**src/rtl/or_cnt_pkg.sv**
```systemverilog
// Shared types and defaults for the OR channel pulse counter.
// Holds the FSM state encoding and the window counter width.
package or_cnt_pkg;

    typedef enum logic [1:0] {
        ST_IDLE,
        ST_GATE,
        ST_HOLD
    } state_e;

    localparam int CNT_W_DEF       = 16;
    localparam int GATE_CYCLES_DEF = 1000;
    localparam int WIN_W           = 24;

endpackage

```
**src/rtl/pulse_edge_sync.sv**
```systemverilog
// Three-flop synchronizer for an asynchronous pulse line.
// RISE is a one-cycle strobe for each synchronized rising edge.
module pulse_edge_sync (
    input  logic CLK,
    input  logic RST,
    input  logic CH_IN,
    output logic RISE
);

    logic s1_q;
    logic s2_q;
    logic s3_q;

    always_ff @(posedge CLK or posedge RST) begin
        if (RST) begin
            s1_q <= 1'b0;
            s2_q <= 1'b0;
            s3_q <= 1'b0;
        end else begin
            s1_q <= CH_IN;
            s2_q <= s1_q;
            s3_q <= s2_q;
        end
    end

    assign RISE = s2_q & ~s3_q;

endmodule

```
**src/rtl/or_channel_counter.sv**
```systemverilog
// Gated pulse counter for the combined OR channel, result via VALID/READY.
// Define OR_CNT_CONTINUOUS_EN to re-arm the window on every handshake.
module or_channel_counter
    import or_cnt_pkg::*;
#(
    parameter int CNT_W       = CNT_W_DEF,
    parameter int GATE_CYCLES = GATE_CYCLES_DEF
) (
    input  logic             CLK,
    input  logic             RST,
    input  logic             CH_IN,
    input  logic             START,
    output logic             BUSY,
    output logic [CNT_W-1:0] COUNT,
    output logic             OVF,
    output logic             VALID,
    input  logic             READY
);

    localparam logic [WIN_W-1:0] WIN_LOAD = WIN_W'(GATE_CYCLES - 1);
    localparam logic [CNT_W-1:0] ACC_MAX  = '1;

    logic rise;

    state_e             state_q, state_d;
    logic [WIN_W-1:0]   win_q, win_d;
    logic [CNT_W-1:0]   acc_q, acc_d;
    logic               oacc_q, oacc_d;
    logic [CNT_W-1:0]   count_q, count_d;
    logic               ovf_q, ovf_d;
    logic               valid_q, valid_d;
    logic [CNT_W-1:0]   acc_inc;
    logic               oacc_inc;

    pulse_edge_sync u_sync (
        .CLK   (CLK),
        .RST   (RST),
        .CH_IN (CH_IN),
        .RISE  (rise)
    );

    always_ff @(posedge CLK or posedge RST) begin
        if (RST) begin
            state_q <= ST_IDLE;
            win_q   <= '0;
            acc_q   <= '0;
            oacc_q  <= 1'b0;
            count_q <= '0;
            ovf_q   <= 1'b0;
            valid_q <= 1'b0;
        end else begin
            state_q <= state_d;
            win_q   <= win_d;
            acc_q   <= acc_d;
            oacc_q  <= oacc_d;
            count_q <= count_d;
            ovf_q   <= ovf_d;
            valid_q <= valid_d;
        end
    end

    always_comb begin
        state_d  = state_q;
        win_d    = win_q;
        acc_d    = acc_q;
        oacc_d   = oacc_q;
        count_d  = count_q;
        ovf_d    = ovf_q;
        valid_d  = valid_q;
        acc_inc  = acc_q;
        oacc_inc = oacc_q;

        // Saturating increment; a lost increment flags overflow
        if (rise) begin
            if (acc_q == ACC_MAX) begin
                oacc_inc = 1'b1;
            end else begin
                acc_inc = acc_q + 1'b1;
            end
        end

        unique case (state_q)
            ST_IDLE: begin
                if (START) begin
                    acc_d   = '0;
                    oacc_d  = 1'b0;
                    win_d   = WIN_LOAD;
                    state_d = ST_GATE;
                end
            end
            ST_GATE: begin
                acc_d  = acc_inc;
                oacc_d = oacc_inc;
                if (win_q == '0) begin
                    count_d = acc_inc;
                    ovf_d   = oacc_inc;
                    valid_d = 1'b1;
                    state_d = ST_HOLD;
                end else begin
                    win_d = win_q - 1'b1;
                end
            end
            ST_HOLD: begin
                if (READY) begin
                    valid_d = 1'b0;
`ifdef OR_CNT_CONTINUOUS_EN
                    acc_d   = '0;
                    oacc_d  = 1'b0;
                    win_d   = WIN_LOAD;
                    state_d = ST_GATE;
`else
                    state_d = ST_IDLE;
`endif
                end
            end
            default: state_d = ST_IDLE;
        endcase
    end

    assign BUSY  = (state_q != ST_IDLE);
    assign COUNT = count_q;
    assign OVF   = ovf_q;
    assign VALID = valid_q;

endmodule

```
**config.mk**
```make
export PLATFORM = sky130hd
export DESIGN_NAME = or_channel_counter
export DESIGN_NICKNAME = d
export VERILOG_FILES = /design/src/rtl/or_cnt_pkg.sv /design/src/rtl/pulse_edge_sync.sv /design/src/rtl/or_channel_counter.sv
export SDC_FILE = /design/constraint.sdc
export NUM_CORES = 1
export LEC_CHECK = 0
export BUFFER_PORTS_ARGS = -buffer_cell sky130_fd_sc_hd__buf_2
export CAP_MARGIN = 20
export CORE_MARGIN = 2
export CORE_UTILIZATION = 50
export CTS_CLUSTER_DIAMETER = 100
export DETAILED_ROUTE_END_ITERATION = 8
export PLACE_DENSITY = 0.68
export SETUP_SLACK_MARGIN = 0.2
export SYNTH_ARGS = -nofsm -noshare
export SYNTH_HDL_FRONTEND = slang
export SYNTH_SLANG_ARGS = --single-unit
```
**constraint.sdc**
```tcl
create_clock -name CLK -period 2.6 [get_ports CLK]
set_input_delay 0.13 -clock CLK [delete_from_list [all_inputs] [get_ports CLK]]
set_output_delay 0.13 -clock CLK [all_outputs]
set_load 0.02 [all_outputs]
```
==> results of run 1 <==
[area by class of cell]
cell class              count  area, um^2  share of cell area
clock inverters             3        40.0              0.0105
multi-input cells         262        1640               0.429
well taps                  77        96.3              0.0252
clock buffers              13         159              0.0416
flip-flops and latches     64        1600               0.419
repair buffers             40         250              0.0655
inverters                   9        33.8             0.00884
[per-layer routing]
| layer | share of wire | GRT usage |
|---|---|---|
| met2 | 0.43 | 0.296 |
| met4 | 0.017 | 0.0967 |
| met1 | 0.51 | 0.333 |
| met3 | 0.042 | 0.0350 |
| met5 | 0 | 0 |
[placed cells by master (no fill, tap or decap), types with 5 or more instances in the layout]
cell / count
mux2i_1: 5
a21o_1: 7
or2_2: 5
clkbuf_8: 11
xor2_1: 8
nor3_1: 11
buf_2: 23
o211ai_1: 6
nand2_1: 31
dfrtp_1: 64
o31ai_1: 8
nand4_1: 7
nor2_1: 27
o21ai_0: 24
a21oi_1: 23
inv_1: 8
nand3_1: 11
or3_1: 6
xnor2_1: 8
or4_1: 11
nor4_1: 8
buf_4: 14
[state kept, by name (all words and copies together) (netlist names)]
name and count:
oacc_q 1, COUNT 16, u_sync.s3_q 1, win_q 24
VALID 1, u_sync.s2_q 1, state_q 2, OVF 1
u_sync.s1_q 1, acc_q 16
[stage by stage]
stage	utilization	std cells	power, mW	hold WS [ns]	setup slack, ns
after global placement	0.554	446	1.66	0.116	0.299
after detailed placement	0.554	446	1.68	0.115	0.225
final	0.598	468	2.56	0.198	0.228
after floorplan	-	349	1.58	0.161	0.340
after CTS	0.590	465	2.55	0.189	0.218
after global routing	0.598	468	2.70	0.233	0.205
[timing repair]
action | CTS | global route
resized for setup | 0 | 6
endpoints found under the setup margin | 0 | 40
hold endpoints to repair | 17 | 0
buffers inserted | 0 | 2
hold buffers | 3 | 0
[logic make-up (layout without fill, tap and decap cells)]
logic type / after synthesis / in the layout / share of synthesized area
flip-flops: 64 / 64 / 0.484
AND/OR/NAND/NOR: 141 / 142 / 0.225
buffers and inverters: 24 / 65 / 0.0333
XOR/XNOR: 16 / 16 / 0.0423
multiplexers: 5 / 5 / 0.0151
AO/OA/AOI/OAI: 96 / 96 / 0.189
adder cells (fa/ha/maj): 3 / 3 / 0.0113
[where the power goes]
part	internal (mW)	leakage (nW)	switching (mW)
registers	1.13	0.827	0.165
clock network	0.493	0.103	0.371
logic	0.194	0.753	0.206
[critical path, cell delays in order, from the launching register on]
cell and delay [ns]:
dfrtp_1 0.43, or3_4 0.45, or4_2 0.76, o2111ai_1 0.33, xor2_1 0.22, nor2_1 0.06
[path summary, 6_finish.rpt]
path	startpoint	endpoint	slack, ns	depth (start not counted)
min in group asynchronous	RST	VALID$_DFFE_PP0P_	0.29	3
worst min register to register	u_sync.s1_q$_DFF_PP0_	u_sync.s2_q$_DFF_PP0_	0.35	0
worst max-delay path	win_q[7]$_DFFE_PP0P_	win_q[17]$_DFFE_PP0P_	0.23	5
worst max register to register	win_q[7]$_DFFE_PP0P_	win_q[17]$_DFFE_PP0P_	0.23	5
worst min-delay path	START	oacc_q$_DFFE_PP0P_	0.20	4
max in group asynchronous	RST	win_q[15]$_DFFE_PP0P_	1.58	4
==> results.md, run 1 <==
- Status: complete, no violations
- Die Span X: 85.4 um
- Die Y: about 85 um
- Area contributors post-synth: dfrtp_1, o21ai_0, nand2_1, a21oi_1, nor2_1
- CP startpoint kind: flip-flop
- Via density: between 5 and 6
- Post-synth top cells: dfrtp_1, nand2_1, nor2_1, o21ai_0, a21oi_1
- H-Tree Depth: 3
- Worst clock skew: around 0.0071 ns
- Cell area after layout: approximately 3800 um^2
- PD cells: about 670 nW/um^2
- Ant diodes: 0
- Static Leak: 1.68 nW
- DRC: 0
- Endpoints failing hold: 0
- Crit path kind: reg2reg
- Most frequent cell after synthesis: dfrtp_1
- I/O pins: 24
- Setup TNS: 0 ns
- Clock Sinks: 64
- Clock buffer depth: 2
- Yosys warnings: 0
- Drt wl/cell: 15.7 um
- Final ANT Viol Nets: 0
- RSZ-0062 raised after global routing: no
- Crit end category: flip-flop
- CP required: ~2.8 ns
- Final wirelength: ~7.3 mm
- Yosys top cell area share: 0.484
- CP arrival: 2.60 ns
- Final setup fails: 0
- Largest net degree at the start of global routing: 33
- EDFF count, synth: 0
- Hold Path Class: in2reg
- Achievable frequency: roughly 0.42 GHz
- P&R area growth vs syn: 15.4%
- CTS tree: done
- Mean Syn Cell Area: 9.49 um^2
- Via total after detailed routing: roughly 2800
- Detailed Place HPWL: 5.07 mm
- Max VDD drop: 0.396 mV
- Clk_lat worst skew: ~0.34 ns
- Post-synth cell types: 52
- Gate Count Post-Synth: between 300 and 400
- Rows: 29
- Register bit total from synthesis: 64
- DRT Pass-1 Iters: 4
- Max-slew headroom: 0.507
- Grt ovf: 0
- Synthesized area: about 3300 um^2
- Worst Tran Pin Value: between 0.7 and 0.8 ns
- Leading area contributor after synthesis: dfrtp_1
- GRT Util Overall: 0.216
- RD Place Congestion: ~0.85
- Main flop type after synthesis: dfrtp_1
- Initial antenna violation count: 0
- Sequential share of the synthesized area: 0.484
- Max FO, Critical Path: 7
- Shortest period the worst path allows: 2.37 ns
- Port bufs: 23
- Placed cell areas: about 3500 um^2
- Final worst-path cycle share: 0.912
- Layout cells sized above 1: 0.174
- Slew Viols, Final: 0
- First-pass GRT wire length: approximately 12 mm
- Max cap viols: 0
- Die Area: 7290 um^2
- Core area: 6390 um^2
- Filler cells: 565
- Vias in the first global route: 2565
- Synth Net Count: 357
- CTS Buf Count: 9
- FFs w/ async S/R, synth: 1.00
- Initial DRC Count: roughly 200
- Layout Nets: approximately 390
- Clock root cell: clkbuf_8
- Clock Pin Slew Worst Setup and Hold Paths: about 0.070 ns
- Starting Density: 0.518
(Power assumes the default switching activity.)
==> inputs of run 2 (changes only) <==
--- a/config.mk
+++ b/config.mk
@@ -15,4 +15,5 @@
 export SETUP_SLACK_MARGIN = 0.2
 export SYNTH_ARGS = -nofsm -noshare
 export SYNTH_HDL_FRONTEND = slang
+export SYNTH_HIERARCHICAL = 1
 export SYNTH_SLANG_ARGS = --single-unit
==> results.md, run 2 <==
- Largest family of logic cells by synthesized area: simple AND/OR/NAND/NOR gates
- Setup TNS: 0 ns (unchanged)
- DRT Pass-1 Iters: 4 (unchanged)
- Worst Reg-to-Reg Cells: 6 (+1)
- Hold depth: 4 (unchanged)
- Yosys top cell area share: 0.472 (-0.0116)
- Layout cells sized above 1: 0.169 (-0.00468)
- Initial DRC Count: 128 (-36%)
- Yosys warnings: 6 (+6)
- Status: complete, no violations
- Place WS: 0.334 ns (+0.109 ns)
- Shortest period the worst path allows: 2.26 ns (-0.112 ns)
- Clock Pin Slew Worst Setup and Hold Paths: 0.07 ns (about the same)
- Endpoints failing hold: 0 (unchanged)
- Commonest non-fill, non-tap cell in the layout: dfrtp_1
- Starting Density: 0.508 (-0.0107)
- Area contributors post-synth: dfrtp_1, nor2_1, nand2_1, o21ai_0, a21oi_1
- Post-synthesis xor/xnor area fraction: 0.0413 (-0.00101)
- WHS: 0.0392 ns (-0.159 ns)
- Mean Syn Cell Area: 9.50 um^2 (+0.16%)
- DRC: 0 (unchanged)
- Final setup fails: 0 (unchanged)
- Slowest stage delay, CP: 0.60 ns (-0.16 ns)
- Final worst-path cycle share: 0.869 (-0.0431)
- CTS tree: done
- Rows: 30 (+3.4%)
- Final worst slack: 0.340 ns (+0.112 ns)
- Hold Crit Start: READY
- Max-slew headroom: 0.434 (-0.0735)
- CTS Buf Count: 9 (unchanged)
- Crit end category: flip-flop
- Max cap viols: 0 (unchanged)
- P&R area growth vs syn: 13.0%
- Buffers & Inverters on Critical Path: 1 (+1)
- Post-synth top cells: dfrtp_1, nor2_1, nand2_1, o21ai_0, a21oi_1
- Register bit total from synthesis: 64 (unchanged)
- Die Area: 7460 um^2 (+2.3%)
- GRT Util Overall: 0.215 (-0.000617)
- Drt wl/cell: 15.7 um (+0.44%)
- CP dominant cell by count: nor3_1
- Gate Count Post-Synth: 357 (+2.3%)
- CP required: 2.81 ns (about the same)
- Post-Synth Simple-Gate Area: 0.243 (+0.0182)
- RR Endpoint: win_q[6]$_DFFE_PP0P_
- Sequential share of the synthesized area: 0.472 (-0.0116)
- Via total after detailed routing: 2792 (+0.25%)
- FFs w/ async S/R, synth: 1.00 (unchanged)
- Synth Area in Adders: 0.0111 (-0.000272)
- Port bufs: 23 (unchanged)
- Via density: 5.94 (-0.18%)
- Static Leak: 1.68 nW (-0.12%)
- Layout Nets: 394 (unchanged)
- Achievable frequency: 0.442 GHz (+5.0%)
- Clock buffer depth: 2 (unchanged)
- I/O pins: 24 (unchanged)
- Die Span X: 86.4 um (+1.2%)
- Initial antenna violation count: 0 (unchanged)
- Worst flop-to-flop path startpoint: win_q[14]$_DFFE_PP0P_
- Die Y: 86.4 um (+1.2%)
- Worst clock skew: 0.00545 ns (-0.00166 ns)
- Hold Path Class: in2reg
- Delay-heaviest family, CP: simple AND/OR/NAND/NOR gates
- Synth Area in Compound Gates: 0.174 (-0.0145)
- Vias in the first global route: 2637 (+2.8%)
- Main flop type after synthesis: dfrtp_1
- Most frequent cell after synthesis: dfrtp_1
- Core area: 6680 um^2 (+4.6%)
- H-Tree Depth: 3 (unchanged)
- CP arrival: 2.47 ns (-0.13 ns)
- Pwr Total: 2.61 mW (+2.0%)
- Grt ovf: 0 (unchanged)
- Cell area after layout: 3830 um^2 (+0.29%)
- Ant diodes: 0 (unchanged)
- First-pass GRT wire length: 12.5 mm (+0.60%)
- Detailed Place HPWL: 5.18 mm (+2.2%)
- Worst-path cell chain: or4_1 > buf_4 > nor3_1 > a31o_2 > nor3_1 > or3b_1
- Synth Net Count: 365 (+2.2%)
- Leading area contributor after synthesis: dfrtp_1
- Mux contribution to synthesized area: 0.0122 (-0.00294)
- PD cells: 680 nW/um^2 (+1.7%)
- Clk_lat worst skew: 0.34 ns (about the same)
- Most flops, register: win_q
- Area of the multi-input gates: 1640 um^2 (unchanged)
- Slew Viols, Final: 0 (unchanged)
- Crit path kind: reg2reg
- Max FO, Critical Path: 7 (unchanged)
- Reg area: 1600 um^2 (unchanged)
- EDFF count, synth: 0 (unchanged)
- Filler cells: 600 (+6.2%)
- Clock root cell: clkbuf_8
- RSZ-0062 raised after global routing: no
- Placed cell areas: 3600 um^2 (+1.8%)
- Largest net degree at the start of global routing: 25 (-24%)
- Final wirelength: 7.39 mm (+0.87%)
- Clock Sinks: 64 (unchanged)
- Max reg flops: 24 (unchanged)
- Max VDD drop: 0.362 mV (-8.6%)
- Final ANT Viol Nets: 0 (unchanged)
- Worst Tran Pin Value: 0.848 ns (+0.113 ns)
- Most frequent cells in the layout: dfrtp_1, nor2_1, nand2_1, buf_2, o21ai_0
- Post-synth cell types: 60 (+15%)
- CP startpoint kind: flip-flop
- R2R Setup Slk: 0.34 ns (+0.11 ns)
- Crit-path slowest cell: or4_1
- Synthesized area: 3390 um^2 (+2.5%)
- RD Place Congestion: 0.848 (-0.20%)
- Worst hold endpoint: state_q[1]$_DFFE_PP0P_
-- run 2: cell types whose count changed in the layout (fill, tap and decap cells not counted), sizes merged, moves of 4 or more --
| cell | change |
|---|---|
| a31oi | +7 |
| or3 | +4 |
| o21ai | -4 |
| o31ai | -5 |
| or2 | -5 |
| o211ai | -6 |
| a22o | +7 |
| or4 | -4 |
| nor2 | +11 |
-- run 2: per-layer routing --
metal | global-route usage | vias to the layer above | share of wire
met1 | 0.293 | 1350 | 0.48
met4 | 0.101 | 0 | 0.024
met2 | 0.337 | 56 | 0.46
met3 | 0.0362 | 16 | 0.032
li1 | - | 1370 | -
met5 | 0 | - | 0
-- run 2: worst max-delay path by stage --
stage,cells past startpoint,slack (ns),end,startpoint
after floorplan,7,0.41,COUNT[11]$_DFFE_PP0P_,win_q[0]$_DFFE_PP0P_
after global placement,8,0.39,win_q[1]$_DFFE_PP0P_,win_q[0]$_DFFE_PP0P_
after detailed placement,8,0.33,win_q[17]$_DFFE_PP0P_,win_q[0]$_DFFE_PP0P_
after CTS,8,0.30,win_q[17]$_DFFE_PP0P_,win_q[0]$_DFFE_PP0P_
after global routing,8,0.21,win_q[3]$_DFFE_PP0P_,win_q[0]$_DFFE_PP0P_
final,6,0.34,win_q[6]$_DFFE_PP0P_,win_q[14]$_DFFE_PP0P_
-- run 2: where the power goes --
group / total [mW] / switching (mW) / internal, mW
Combinational: 0.438 / 0.231 / 0.207
Clock: 0.881 / 0.368 / 0.513
Sequential: 1.29 / 0.170 / 1.12
Total: 2.61 / 0.769 / 1.84
-- run 2: area by class of cell --
class | instances | share of cell area
clock buffers | 12 | 0.0431
repair buffers | 41 | 0.0676
clock inverters | 3 | 0.0104
multi-input cells | 263 | 0.428
well taps | 80 | 0.0261
inverters | 7 | 0.00686
flip-flops and latches | 64 | 0.418
-- run 2: kinds of logic after synthesis --
family / after synthesis
flops: 64
xor+xnor: 16
mux: 4
compound gates: 90
simple gates: 150
fa+ha+maj: 3
buf+inv: 30
-- run 2: metrics by stage --
step | cells | util
finish | 470 | 0.574
CTS | 470 | 0.572
global placement | 453 | 0.539
detailed placement | 453 | 0.539
global route | 470 | 0.574
floorplan | 357 | -
-- run 2: worst register-to-register path, cell delays in order, from the launching register on --
cell and delay (ns):
dfrtp_1 0.42, or4_1 0.60, buf_4 0.20, nor3_1 0.26, a31o_2 0.26, nor3_1 0.06, or3b_1 0.35
-- run 2: what timing repair did --
action / 4_1_cts / 5_1_grt
hold buffers: 2 / 0
resized for setup: 0 / 2
endpoints found under the hold margin: 24 / 0
buffers inserted: 0 / 0
endpoints found under the setup margin: 0 / 5
==> inputs of run 3 (changes only) <==
--- a/config.mk
+++ b/config.mk
@@ -8,10 +8,10 @@
 export BUFFER_PORTS_ARGS = -buffer_cell sky130_fd_sc_hd__buf_2
 export CAP_MARGIN = 20
 export CORE_MARGIN = 2
-export CORE_UTILIZATION = 50
+export CORE_UTILIZATION = 60
 export CTS_CLUSTER_DIAMETER = 100
 export DETAILED_ROUTE_END_ITERATION = 8
-export PLACE_DENSITY = 0.68
+export PLACE_DENSITY = 0.79
 export SETUP_SLACK_MARGIN = 0.2
 export SYNTH_ARGS = -nofsm -noshare
 export SYNTH_HDL_FRONTEND = slang
==> constraint.sdc (replaced) <==
create_clock -name CLK -period 2.6 [get_ports CLK]
set_input_delay 0.52 -clock CLK [delete_from_list [all_inputs] [get_ports CLK]]
set_output_delay 0.52 -clock CLK [all_outputs]
set_load 0.02 [all_outputs]
==> results.md, run 3 (synthesis results as in run 2) <==
- Via density: 6.17 (+3.9%)
- Layout Cells excl Fill: 463 (-1.5%)
- Final wirelength: 7.47 mm (+1.1%)
- Vias in the first global route: 2704 (+2.5%)
- CTS Buf Count: 9 (unchanged)
- Max reg flops: 24 (unchanged)
- H-Tree Depth: 3 (unchanged)
- Initial antenna violation count: 0 (unchanged)
- Max-slew headroom: 0.434 (+0.000689)
- Max FO, Critical Path: 10 (+3)
- Via total after detailed routing: 2858 (+2.4%)
- Max VDD drop: 0.423 mV (+17%)
- Clock Pin Slew Worst Setup and Hold Paths: 0.07 ns (about the same)
- First-pass GRT wire length: 12.7 mm (+1.9%)
- Filler cells: 457 (-24%)
- Die Area: 6270 um^2 (-16%)
- Worst flop-to-flop path startpoint: win_q[14]$_DFFE_PP0P_
- Final worst slack: 0.251 ns (-0.0883 ns)
- WHS: 0.0551 ns (+0.0158 ns)
- Reg area: 1600 um^2 (unchanged)
- Achievable frequency: 0.426 GHz (-3.8%)
- CP required: 2.82 ns (about the same)
- Most flops, register: win_q
- Die Span X: 79.2 um (-8.3%)
- Commonest non-fill, non-tap cell in the layout: dfrtp_1
- Core area: 5470 um^2 (-18%)
- GRT Util Overall: 0.261 (+0.0463)
- Starting Density: 0.620 (+0.112)
- Detailed Place HPWL: 5.18 mm (about the same)
- Endpoints failing hold: 0 (unchanged)
- P&R area growth vs syn: 12.6%
- I/O pins: 24 (unchanged)
- Static Leak: 1.68 nW (-0.30%)
- Worst Tran Pin Value: 0.847 ns (-0.00103 ns)
- Worst clock skew: 0.00534 ns (-0.000104 ns)
- Area of the multi-input gates: 1650 um^2 (+0.69%)
- Shortest period the worst path allows: 2.35 ns (+0.0883 ns)
- Status: complete, no violations
- Slew Viols, Final: 0 (unchanged)
- Place WS: 0.168 ns (-0.166 ns)
- DRT Pass-1 Iters: 4 (unchanged)
- DRC: 0 (unchanged)
- Clock buffer depth: 2 (unchanged)
- Worst Setup SP: win_q[14]$_DFFE_PP0P_
- Final setup fails: 0 (unchanged)
- Port bufs: 23 (unchanged)
- Layout cells sized above 1: 0.179 (+0.00980)
- RSZ-0062 raised after global routing: yes
- Setup TNS: 0 ns (unchanged)
- Most frequent cells in the layout: dfrtp_1, nor2_1, nand2_1, buf_2, o21ai_0
- Clock Sinks: 64 (unchanged)
- CP startpoint kind: flip-flop
- Final worst-path cycle share: 0.903 (+0.0340)
- Ant diodes: 0 (unchanged)
- PD cells: 656 nW/um^2 (-3.6%)
- Largest net degree at the start of global routing: 30 (+20%)
- Layout Nets: 395 (+0.25%)
- Crit path kind: reg2reg
- Hold Path Class: in2async
- RD Place Congestion: 0.895 (+5.5%)
- Grt ovf: 0 (unchanged)
- Drt wl/cell: 16.1 um (+2.6%)
- CTS tree: done
- Max cap viols: 0 (unchanged)
- Clk_lat worst skew: 0.34 ns (about the same)
- Initial DRC Count: 202 (+58%)
- Final ANT Viol Nets: 0 (unchanged)
- CP arrival: 2.57 ns (+0.10 ns)
- Post-layout util: 0.698 (+0.124)
- Clock root cell: clkbuf_8
- Placed cells: 440 (-2.9%)
- Die Y: 79.2 um (-8.3%)
- Crit end category: flip-flop
- Rows: 27 (-10%)
## run 3: report_power, final
part           total (mW)  switching (mW)  internal (mW)
Combinational       0.461           0.242          0.219
Clock               0.757           0.368          0.390
Sequential           1.29           0.168           1.12
Total                2.50           0.778           1.73
## run 3: layout make-up
class                           count  share of cell area
Timing Repair Buffer               42              0.0727
Sequential cell                    64               0.419
Multi-Input combinational cell    263               0.432
Clock buffer                       12              0.0406
Clock inverter                      3             0.00459
Inverter                            7             0.00688
Tap cell                           72              0.0236
## run 3: through the flow
| stage | power [mW] | area, um^2 |
|---|---|---|
| global route | 2.63 | 3820 |
| CTS | 2.48 | 3770 |
| detailed placement | 1.73 | 3550 |
| finish | 2.50 | 3820 |
| global placement | 1.70 | 3550 |
| floorplan | 1.62 | 3390 |
## run 3: repair_timing
item / in CTS / in global routing
endpoints found under the setup margin: 6 / 20
hold buffers: 0 / 0
pin swaps: 1 / 2
setup buffers: 4 / 4
gates resized for setup: 1 / 4
## run 3: per-layer routing
metal  share of wire  GRT usage
met3           0.058     0.0375
met2            0.47      0.410
met5               0          0
met1            0.45      0.365
met4           0.018      0.114
## run 3: path summary, 6_finish.rpt
path / end / slack [ns] / cells past startpoint
setup / recovery: win_q[6]$_DFFE_PP0P_ / 0.25 / 6
hold / removal: u_sync/s3_q$_DFF_PP0_ / 0.06 / 2
setup reg to reg: win_q[6]$_DFFE_PP0P_ / 0.25 / 6
hold reg to reg: u_sync/s2_q$_DFF_PP0_ / 0.35 / 0
max in group asynchronous: OVF$_DFFE_PP0P_ / 1.67 / 3
min in group CLK: u_sync/s1_q$_DFF_PP0_ / 0.29 / 1
## run 3: worst max-delay path: stages, from the launching register on
cell     delay (ns)
dfrtp_1        0.43
or4_1          0.61
buf_4          0.20
nor3_1         0.26
a31o_2         0.32
nor3_1         0.06
or3b_1         0.34
